`config.mk`:
```
export PLATFORM = sky130hd
export DESIGN_NAME = raw_mem_release_tracker_flat
export DESIGN_NICKNAME = d
export VERILOG_FILES = /design/src/rtl/raw_mem_release_tracker_pkg.sv /design/src/rtl/raw_mem_release_tracker_if.sv /design/src/rtl/raw_mem_release_tracker_fifo.sv /design/src/rtl/raw_mem_release_tracker.sv /design/src/flat_wrapper.sv
export SDC_FILE = /design/constraint.sdc
export NUM_CORES = 1
export LEC_CHECK = 0
export ABC_CLOCK_PERIOD_IN_PS = 3000
export CAP_MARGIN = 20
export CORE_AREA = 5 5 101 103
export DETAILED_ROUTE_END_ITERATION = 12
export DIE_AREA = 0 0 106 108
export DONT_BUFFER_PORTS = 1
export PLACE_DENSITY = 0.75
export SETUP_SLACK_MARGIN = 0.4
export SKIP_LAST_GASP = 1
export SYNTH_ARGS = -nofsm -noshare
export SYNTH_HDL_FRONTEND = slang
export SYNTH_SLANG_ARGS = --single-unit
```
`constraint.sdc`:
```
create_clock -name clk -period 3 [get_ports clk]
set_input_delay 0.6 -clock clk [delete_from_list [all_inputs] [get_ports clk]]
set_output_delay 0.6 -clock clk [all_outputs]
set_load 0.01 [all_outputs]
```
`src/rtl/raw_mem_release_tracker_pkg.sv`:
```
// Shared types and default widths for the RAW memory release tracker.
package raw_mem_pkg;

  localparam int ENTRY_NUM_BITS_DEF = 4;
  localparam int TAG_BITS_DEF       = 3;

  typedef enum logic [1:0] {
    FREE  = 2'd0,
    BUSY  = 2'd1,
    DRAIN = 2'd2
  } slot_state_t;

endpackage

```
`src/rtl/raw_mem_release_tracker_if.sv`:
```
// Issue, completion and scoreboard-pulse signals of the release tracker.
interface raw_mem_release_tracker_if
  import raw_mem_pkg::*;
#(
  parameter int ENTRY_NUM_BITS = ENTRY_NUM_BITS_DEF,
  parameter int TAG_BITS       = TAG_BITS_DEF
);

  logic                      issue_vld;
  logic [ENTRY_NUM_BITS-1:0] issue_num;
  logic                      issue_rdy;
  logic [TAG_BITS-1:0]       issue_tag;
  logic                      cmp_a_vld;
  logic [TAG_BITS-1:0]       cmp_a_tag;
  logic                      cmp_b_vld;
  logic [TAG_BITS-1:0]       cmp_b_tag;
  logic                      ins_add_1_vld;
  logic [ENTRY_NUM_BITS-1:0] ins_add_1_num;
  logic                      ins_minus_1_vld;
  logic [ENTRY_NUM_BITS-1:0] ins_minus_1_num;
  logic [TAG_BITS:0]         busy_cnt;
  logic                      err_bad_tag;

  modport master (
    output issue_vld, issue_num, cmp_a_vld, cmp_a_tag, cmp_b_vld, cmp_b_tag,
    input  issue_rdy, issue_tag, ins_add_1_vld, ins_add_1_num,
           ins_minus_1_vld, ins_minus_1_num, busy_cnt, err_bad_tag
  );

  modport slave (
    input  issue_vld, issue_num, cmp_a_vld, cmp_a_tag, cmp_b_vld, cmp_b_tag,
    output issue_rdy, issue_tag, ins_add_1_vld, ins_add_1_num,
           ins_minus_1_vld, ins_minus_1_num, busy_cnt, err_bad_tag
  );

endinterface

```
`src/rtl/raw_mem_release_tracker_fifo.sv`:
```
// Release FIFO of completed slot tags: two pushes (A then B) and one pop per cycle.
module raw_mem_release_fifo
  import raw_mem_pkg::*;
#(
  parameter int TAG_BITS = TAG_BITS_DEF
) (
  input  logic                clk,
  input  logic                rst,
  input  logic                push_a,
  input  logic [TAG_BITS-1:0] push_a_tag,
  input  logic                push_b,
  input  logic [TAG_BITS-1:0] push_b_tag,
  input  logic                pop,
  output logic [TAG_BITS-1:0] head_tag,
  output logic                empty
);

  localparam int DEPTH = 1 << TAG_BITS;
  localparam int CW    = TAG_BITS + 1;

  logic [TAG_BITS-1:0] mem_reg [DEPTH];
  logic [TAG_BITS-1:0] wr_ptr_reg;
  logic [TAG_BITS-1:0] rd_ptr_reg;
  logic [CW-1:0]       count_reg;
  logic [TAG_BITS-1:0] wr_ptr_b;
  logic                pop_eff;

  assign empty    = (count_reg == '0);
  assign pop_eff  = pop && !empty;
  assign head_tag = mem_reg[rd_ptr_reg];
  // B lands behind A when both push in the same cycle.
  assign wr_ptr_b = push_a ? wr_ptr_reg + 1'b1 : wr_ptr_reg;

  always_ff @(posedge clk) begin
    if (push_a) mem_reg[wr_ptr_reg] <= push_a_tag;
    if (push_b) mem_reg[wr_ptr_b]   <= push_b_tag;
  end

  always_ff @(posedge clk or posedge rst) begin
    if (rst) begin
      wr_ptr_reg <= '0;
      rd_ptr_reg <= '0;
      count_reg  <= '0;
    end else begin
      wr_ptr_reg <= wr_ptr_reg + TAG_BITS'(push_a) + TAG_BITS'(push_b);
      rd_ptr_reg <= rd_ptr_reg + TAG_BITS'(pop_eff);
      count_reg  <= count_reg + CW'(push_a) + CW'(push_b) - CW'(pop_eff);
    end
  end

endmodule

```
`src/rtl/raw_mem_release_tracker.sv`:
```
// Slot table tracking in-flight memory writes; emits one add per issue and one minus per completion.
module raw_mem_release_tracker
  import raw_mem_pkg::*;
#(
  parameter int ENTRY_NUM_BITS = ENTRY_NUM_BITS_DEF,
  parameter int TAG_BITS       = TAG_BITS_DEF
) (
  input  logic clk,
  input  logic rst,
  raw_mem_release_tracker_if.slave bus
);

  localparam int SLOTS = 1 << TAG_BITS;
  localparam int CW    = TAG_BITS + 1;

  slot_state_t               slot_state_reg  [SLOTS];
  slot_state_t               slot_state_next [SLOTS];
  logic [ENTRY_NUM_BITS-1:0] slot_num_reg    [SLOTS];

  logic [SLOTS-1:0]    free_vec;
  logic [SLOTS-1:0]    alloc_hit;
  logic [SLOTS-1:0]    done_hit;
  logic [SLOTS-1:0]    rel_hit;
  logic [TAG_BITS-1:0] alloc_tag;
  logic [TAG_BITS-1:0] pop_tag;
  logic                issue_rdy;
  logic                accept;
  logic                same_tag;
  logic                a_ok;
  logic                b_ok;
  logic                fifo_empty;
  logic                pop;
  logic                err_next;
  logic [CW-1:0]       busy_cnt_next;

  logic                      add_vld_reg;
  logic [ENTRY_NUM_BITS-1:0] add_num_reg;
  logic                      minus_vld_reg;
  logic [ENTRY_NUM_BITS-1:0] minus_num_reg;
  logic [CW-1:0]             busy_cnt_reg;
  logic                      err_reg;

  assign accept   = bus.issue_vld && issue_rdy;
  assign pop      = !fifo_empty;
  assign same_tag = (bus.cmp_a_tag == bus.cmp_b_tag);
  // A slot allocated this cycle is still FREE here, so a completion to it is rejected.
  assign a_ok     = bus.cmp_a_vld && (slot_state_reg[bus.cmp_a_tag] == BUSY);
  assign b_ok     = bus.cmp_b_vld && (slot_state_reg[bus.cmp_b_tag] == BUSY) && !(a_ok && same_tag);
  assign err_next = (bus.cmp_a_vld && !a_ok) || (bus.cmp_b_vld && !b_ok);

  for (genvar gi = 0; gi < SLOTS; gi++) begin : g_slot
    assign free_vec[gi]  = (slot_state_reg[gi] == FREE);
    assign alloc_hit[gi] = accept && (alloc_tag == TAG_BITS'(gi));
    assign done_hit[gi]  = (a_ok && (bus.cmp_a_tag == TAG_BITS'(gi)))
                        || (b_ok && (bus.cmp_b_tag == TAG_BITS'(gi)));
    assign rel_hit[gi]   = pop && (pop_tag == TAG_BITS'(gi));
  end

  always_ff @(posedge clk or posedge rst) begin
    if (rst) begin
      for (int i = 0; i < SLOTS; i++) slot_state_reg[i] <= FREE;
    end else begin
      slot_state_reg <= slot_state_next;
    end
  end

  always_comb begin
    for (int i = 0; i < SLOTS; i++) begin
      slot_state_next[i] = slot_state_reg[i];
      case (slot_state_reg[i])
        FREE:    if (alloc_hit[i]) slot_state_next[i] = BUSY;
        BUSY:    if (done_hit[i])  slot_state_next[i] = DRAIN;
        DRAIN:   if (rel_hit[i])   slot_state_next[i] = FREE;
        default: slot_state_next[i] = FREE;
      endcase
    end
  end

  // Lowest-index FREE slot wins allocation.
  always_comb begin
    alloc_tag = '0;
    for (int i = SLOTS - 1; i >= 0; i--) begin
      if (free_vec[i]) alloc_tag = TAG_BITS'(i);
    end
    issue_rdy = |free_vec;
  end

  always_ff @(posedge clk) begin
    if (accept) slot_num_reg[alloc_tag] <= bus.issue_num;
  end

  raw_mem_release_fifo #(
    .TAG_BITS (TAG_BITS)
  ) u_fifo (
    .clk        (clk),
    .rst        (rst),
    .push_a     (a_ok),
    .push_a_tag (bus.cmp_a_tag),
    .push_b     (b_ok),
    .push_b_tag (bus.cmp_b_tag),
    .pop        (pop),
    .head_tag   (pop_tag),
    .empty      (fifo_empty)
  );

  assign busy_cnt_next = busy_cnt_reg + CW'(accept) - CW'(pop);

  always_ff @(posedge clk or posedge rst) begin
    if (rst) begin
      add_vld_reg   <= 1'b0;
      add_num_reg   <= '0;
      minus_vld_reg <= 1'b0;
      minus_num_reg <= '0;
      busy_cnt_reg  <= '0;
      err_reg       <= 1'b0;
    end else begin
      add_vld_reg   <= accept;
      if (accept) add_num_reg <= bus.issue_num;
      minus_vld_reg <= pop;
      if (pop) minus_num_reg <= slot_num_reg[pop_tag];
      busy_cnt_reg  <= busy_cnt_next;
      err_reg       <= err_next;
    end
  end

  assign bus.issue_rdy       = issue_rdy;
  assign bus.issue_tag       = alloc_tag;
  assign bus.ins_add_1_vld   = add_vld_reg;
  assign bus.ins_add_1_num   = add_num_reg;
  assign bus.ins_minus_1_vld = minus_vld_reg;
  assign bus.ins_minus_1_num = minus_num_reg;
  assign bus.busy_cnt        = busy_cnt_reg;
  assign bus.err_bad_tag     = err_reg;

endmodule

```
`src/flat_wrapper.sv`:
```
// flat-port wrapper written by rule: the top's interface ports become plain ports
module raw_mem_release_tracker_flat import raw_mem_pkg::*;
#(
  parameter int ENTRY_NUM_BITS = ENTRY_NUM_BITS_DEF,
  parameter int TAG_BITS       = TAG_BITS_DEF
)
  (clk, rst, bus_issue_vld, bus_issue_num, bus_cmp_a_vld, bus_cmp_a_tag, bus_cmp_b_vld, bus_cmp_b_tag, bus_issue_rdy, bus_issue_tag, bus_ins_add_1_vld, bus_ins_add_1_num, bus_ins_minus_1_vld, bus_ins_minus_1_num, bus_busy_cnt, bus_err_bad_tag);
  raw_mem_release_tracker_if #(.ENTRY_NUM_BITS(ENTRY_NUM_BITS), .TAG_BITS(TAG_BITS)) bus_i ();
  input  logic clk;
  input  logic rst;
  input wire logic [$bits(bus_i.issue_vld)-1:0] bus_issue_vld;
  input wire logic [$bits(bus_i.issue_num)-1:0] bus_issue_num;
  input wire logic [$bits(bus_i.cmp_a_vld)-1:0] bus_cmp_a_vld;
  input wire logic [$bits(bus_i.cmp_a_tag)-1:0] bus_cmp_a_tag;
  input wire logic [$bits(bus_i.cmp_b_vld)-1:0] bus_cmp_b_vld;
  input wire logic [$bits(bus_i.cmp_b_tag)-1:0] bus_cmp_b_tag;
  output wire logic [$bits(bus_i.issue_rdy)-1:0] bus_issue_rdy;
  output wire logic [$bits(bus_i.issue_tag)-1:0] bus_issue_tag;
  output wire logic [$bits(bus_i.ins_add_1_vld)-1:0] bus_ins_add_1_vld;
  output wire logic [$bits(bus_i.ins_add_1_num)-1:0] bus_ins_add_1_num;
  output wire logic [$bits(bus_i.ins_minus_1_vld)-1:0] bus_ins_minus_1_vld;
  output wire logic [$bits(bus_i.ins_minus_1_num)-1:0] bus_ins_minus_1_num;
  output wire logic [$bits(bus_i.busy_cnt)-1:0] bus_busy_cnt;
  output wire logic [$bits(bus_i.err_bad_tag)-1:0] bus_err_bad_tag;
  assign bus_i.issue_vld = bus_issue_vld;
  assign bus_i.issue_num = bus_issue_num;
  assign bus_i.cmp_a_vld = bus_cmp_a_vld;
  assign bus_i.cmp_a_tag = bus_cmp_a_tag;
  assign bus_i.cmp_b_vld = bus_cmp_b_vld;
  assign bus_i.cmp_b_tag = bus_cmp_b_tag;
  assign bus_issue_rdy = bus_i.issue_rdy;
  assign bus_issue_tag = bus_i.issue_tag;
  assign bus_ins_add_1_vld = bus_i.ins_add_1_vld;
  assign bus_ins_add_1_num = bus_i.ins_add_1_num;
  assign bus_ins_minus_1_vld = bus_i.ins_minus_1_vld;
  assign bus_ins_minus_1_num = bus_i.ins_minus_1_num;
  assign bus_busy_cnt = bus_i.busy_cnt;
  assign bus_err_bad_tag = bus_i.err_bad_tag;
  raw_mem_release_tracker #(.ENTRY_NUM_BITS(ENTRY_NUM_BITS), .TAG_BITS(TAG_BITS)) u_core (.clk(clk), .rst(rst), .bus(bus_i));
endmodule
```
==> flow_metrics.py <==
metrics = {
    "power_and_ir_drop": {
        "power_leakage_nw": 2.34,
        "p_switching_mw": 2.26,
        "internal_power_mw": 3.41,
        "clkPwrFrac_pct": 14.9,
        "p_sw_share_pct": 39.8,
        "ir_drop_v": 0.000491,
        "finalPower_mw": 5.67,
        "combPwrFrac_pct": 48.0,
        "p_seq_share_pct": 37.1,
        "power.density_mw_per_mm2": 943,
    },
    "synthesis": {
        "mappedNetlistArea_mm2": 0.00521,
        "synth_top_area_share_pct": 32.3,
        "synth_edf_count": 56,
        "yosysSeqAreaShare_pct": 52.0,
        "synth_area_leaders": "edfxtp_1 32%, dfrtp_1 20%, mux4_2 5.2%",
        "synth_xor_area_share_pct": 2.02,
        "yosysWarnings": 0,
        "syn_nets": 451,
        "yosys.area_share.adder_pct": 4.42,
        "yosysMostFrequentCell": "edfxtp_1",
        "synthTopCellsByCount": "56 x edfxtp_1, 41 x dfrtp_1, 27 x nor2_1, 24 x inv_1, 23 x nand2_1",
        "synth_compound_area_share_pct": 11.9,
        "synth_simple_gate_area_share_pct": 10.8,
        "synth_cell_types": 62,
        "synthFlopType": "edfxtp_1",
        "ys_ff_latch": 97,
        "avgSynthCellArea_um2": 12.4,
        "synth_cells": 420,
        "synth_top_family_by_area": "multiplexers",
        "muxShareOfSynthArea_pct": 15.6,
        "yosysTopAreaCell": "edfxtp_1",
        "ys_async_sr_fraction_pct": 42.3,
    },
    "layout": {
        "n_antenna_cell": 0,
        "final_cell_area_mm2": 0.00601,
        "final_cells": 555,
        "nNetsFinal": 470,
        "drive_gt1_share_pct": 28.4,
        "synthToLayoutAreaGrowth_pct": 15.5,
        "largest_register_ffs": 32,
    },
    "floorplanning": {
        "core_area_mm2": 0.00911,
        "die_w_um": 106,
        "dieArea_mm2": 0.0114,
        "rows": 35,
        "die_h_um": 108,
        "initial_core_util_pct": 57.2,
        "pin_count": 34,
    },
    "sta": {
        "worst_slew_pin_slew_ns": 0.898,
        "rsz0062_at_grt": "yes",
        "fin_crit_sh_pct": 89.1,
        "maxSlewHeadroom_pct": 40.0,
        "fin_hold_ws_ns": 0.293,
        "fin_setup_tns_ns": 0,
        "fin_skew_ns": 0.0172,
        "fmax_ghz": 0.374,
        "period_needed_ns": 2.67,
        "setup_viol": 0,
        "drv_slew": 0,
        "hold_violations": 0,
    },
    "global_routing": {
        "grt_overflow": 0,
        "antenna_found_initial": 0,
        "grt_pass1_vias": 3620,
        "grt_usage_pct": 21.7,
        "grt_pass1_wl_um": 19300,
        "grt_max_degree": 42,
    },
    "min_path": {
        "hold_class": "in2async",
    },
    "placement": {
        "routabilityCongestion": 0.907,
        "placed_area_mm2": 0.00539,
        "dp_hpwl_um": 8420,
        "port_buffers": 0,
        "dp.cells": 523,
    },
    "setup_path": {
        "start_kind": "register",
        "worstSetupPathType": "reg2reg",
        "critical_path.top_delay_family": "adder cells",
        "end_kind": "register",
        "crit_path_cell_trace": "buf_6 -> mux2_4 -> a2bb2oi_4 -> o22ai_4 -> nand2_4 -> o21ai_4 -> ha_4 -> inv_2 -> fa_2 -> fa_2 -> xor2_1",
        "cp_slowest_cell": "dfrtp_1",
        "slowest_delay_ns": 0.41,
        "path_buf_inv": 2,
        "path_max_fanout": 4,
        "path_common_cell": "fa_2",
        "crit_arrival_ns": 2.91,
        "worstPathRequired_ns": 3.24,
    },
    "drt": {
        "drc": 0,
        "via_per_inst": 6.35,
        "drt_iter0_markers": 219,
        "postRouteAntennaNets": 0,
        "drtPass1Iterations": 4,
        "wirelength_um": 11800,
        "num_vias": 3522,
        "post_drt_wl_per_cell_um": 21.3,
    },
    "clocking": {
        "cts_made_buffers": 9,
        "cts_tree": "done",
        "clock_latency_ns": 0.36,
        "ctsRootBufferMaster": "clkbuf_8",
        "cts_buffer_depth": 2,
        "ctsHoldBuffers": 0,
        "clk_pin_slew_worst_paths_ns": 0.11,
        "cts.sinks": 97,
        "htreeDepth": 3,
    },
    "job": {
        "drv_cap": 0,
    },
    "outcome": {
        "status": "completed",
    },
}
[per-layer routing]
layer  GRT usage (%)  up-vias  wire [µm]
li1                -     1612          -
met1            29.2     1780       5000
met2            36.0      108       6030
met3            4.36       22        617
met4            6.57        0        184
met5               0        -          0
[through the flow]
stage               setup slack [ns]  utilization [%]
floorplan                      0.154                -
global placement               0.177             59.2
detailed placement             0.132             59.2
CTS                            0.348             62.3
global route                   0.251             66.0
finish                         0.327             66.0
[final cells by class]
cell class                      instances  area (µm²)
Fill cell                             642        3090
Tap cell                              111         139
Clock buffer                           10         138
Timing Repair Buffer                   26         236
Multi-Input combinational cell        280        2640
Clock inverter                          6        60.1
Inverter                               25        93.8
Sequential cell                        97        2710
[worst register-to-register path, delay by kind of cell, from the launching register on]
kind	cells	cell delay, ns
compound gates	3	0.61
xor+xnor	1	0.15
fa+ha+maj	3	0.85
buf+inv	2	0.16
flops	1	0.41
mux	1	0.28
simple gates	1	0.09
[layout by cell type, fill, tap and decap left out, drive strengths merged, types with 3 or more instances in the layout]
| cell type | Yosys | layout |
|---|---|---|
| edfxtp | 56 | 56 |
| dfrtp | 41 | 41 |
| mux2 | 32 | 32 |
| nor2 | 27 | 27 |
| inv | 24 | 27 |
| buf | 5 | 26 |
| nand2 | 23 | 23 |
| o22ai | 19 | 19 |
| mux2i | 17 | 17 |
| nor2b | 16 | 16 |
| o21ai | 15 | 15 |
| mux4 | 12 | 12 |
| ha | 12 | 12 |
| clkbuf | 13 | 10 |
| nand3 | 10 | 10 |
| nand2b | 9 | 9 |
| xnor2 | 7 | 7 |
| a21oi | 7 | 7 |
| a22oi | 6 | 6 |
| xor2 | 5 | 5 |
| a21o | 5 | 5 |
| nor3 | 5 | 5 |
| and2 | 4 | 4 |
| nand4 | 4 | 4 |
| a31o | 4 | 4 |
| fa | 4 | 4 |
| o31ai | 3 | 3 |
| a221o | 3 | 3 |
[what timing repair did]
| item | CTS | global route |
|---|---|---|
| cloned | 0 | 0 |
| resized for setup | 9 | 50 |
| setup buffers | 5 | 11 |
| setup endpoints to repair | 32 | 51 |
| pin swaps | 6 | 17 |
[final timing paths]
kind | to | from | depth (start not counted) | slack, ns
worst max register to register | u_core.u_fifo.count_reg[2] | u_core.slot_state_reg[5] | 11 | 0.33
worst max-delay path | u_core.u_fifo.count_reg[2] | u_core.slot_state_reg[5] | 11 | 0.33
worst min register to register | u_core.slot_state_reg[3] | u_core.slot_state_reg[2] | 1 | 0.58
max in group asynchronous | u_core.slot_state_reg[8] | rst | 1 | 2.07
worst min-delay path | u_core.bus.ins_minus_1_vld | rst | 1 | 0.29
min in group clk | u_core.slot_num_reg[2][1] | bus_issue_num[1] | 0 | 0.32
[cells by family (layout without fill, tap and decap cells)]
kind of cell | count (synthesis) | in the layout
and+or+nand+nor | 109 | 109
muxes | 61 | 61
adders and majority gates | 16 | 16
DFF | 97 | 97
xor gates and xnor gates | 12 | 12
buffers and inverters | 43 | 67
AOI/OAI and AO/OA | 82 | 82
[power by group through the flow]
stage	registers, mW	clock network (mW)	logic (mW)
after global placement	2.12	0	2.18
after CTS	2.10	0.859	2.36
after detailed placement	2.14	0	2.25
final	2.10	0.847	2.72
after global routing	2.15	0.924	3.00
after floorplan	1.99	0	1.82
Power figures use the tool's default switching activity.
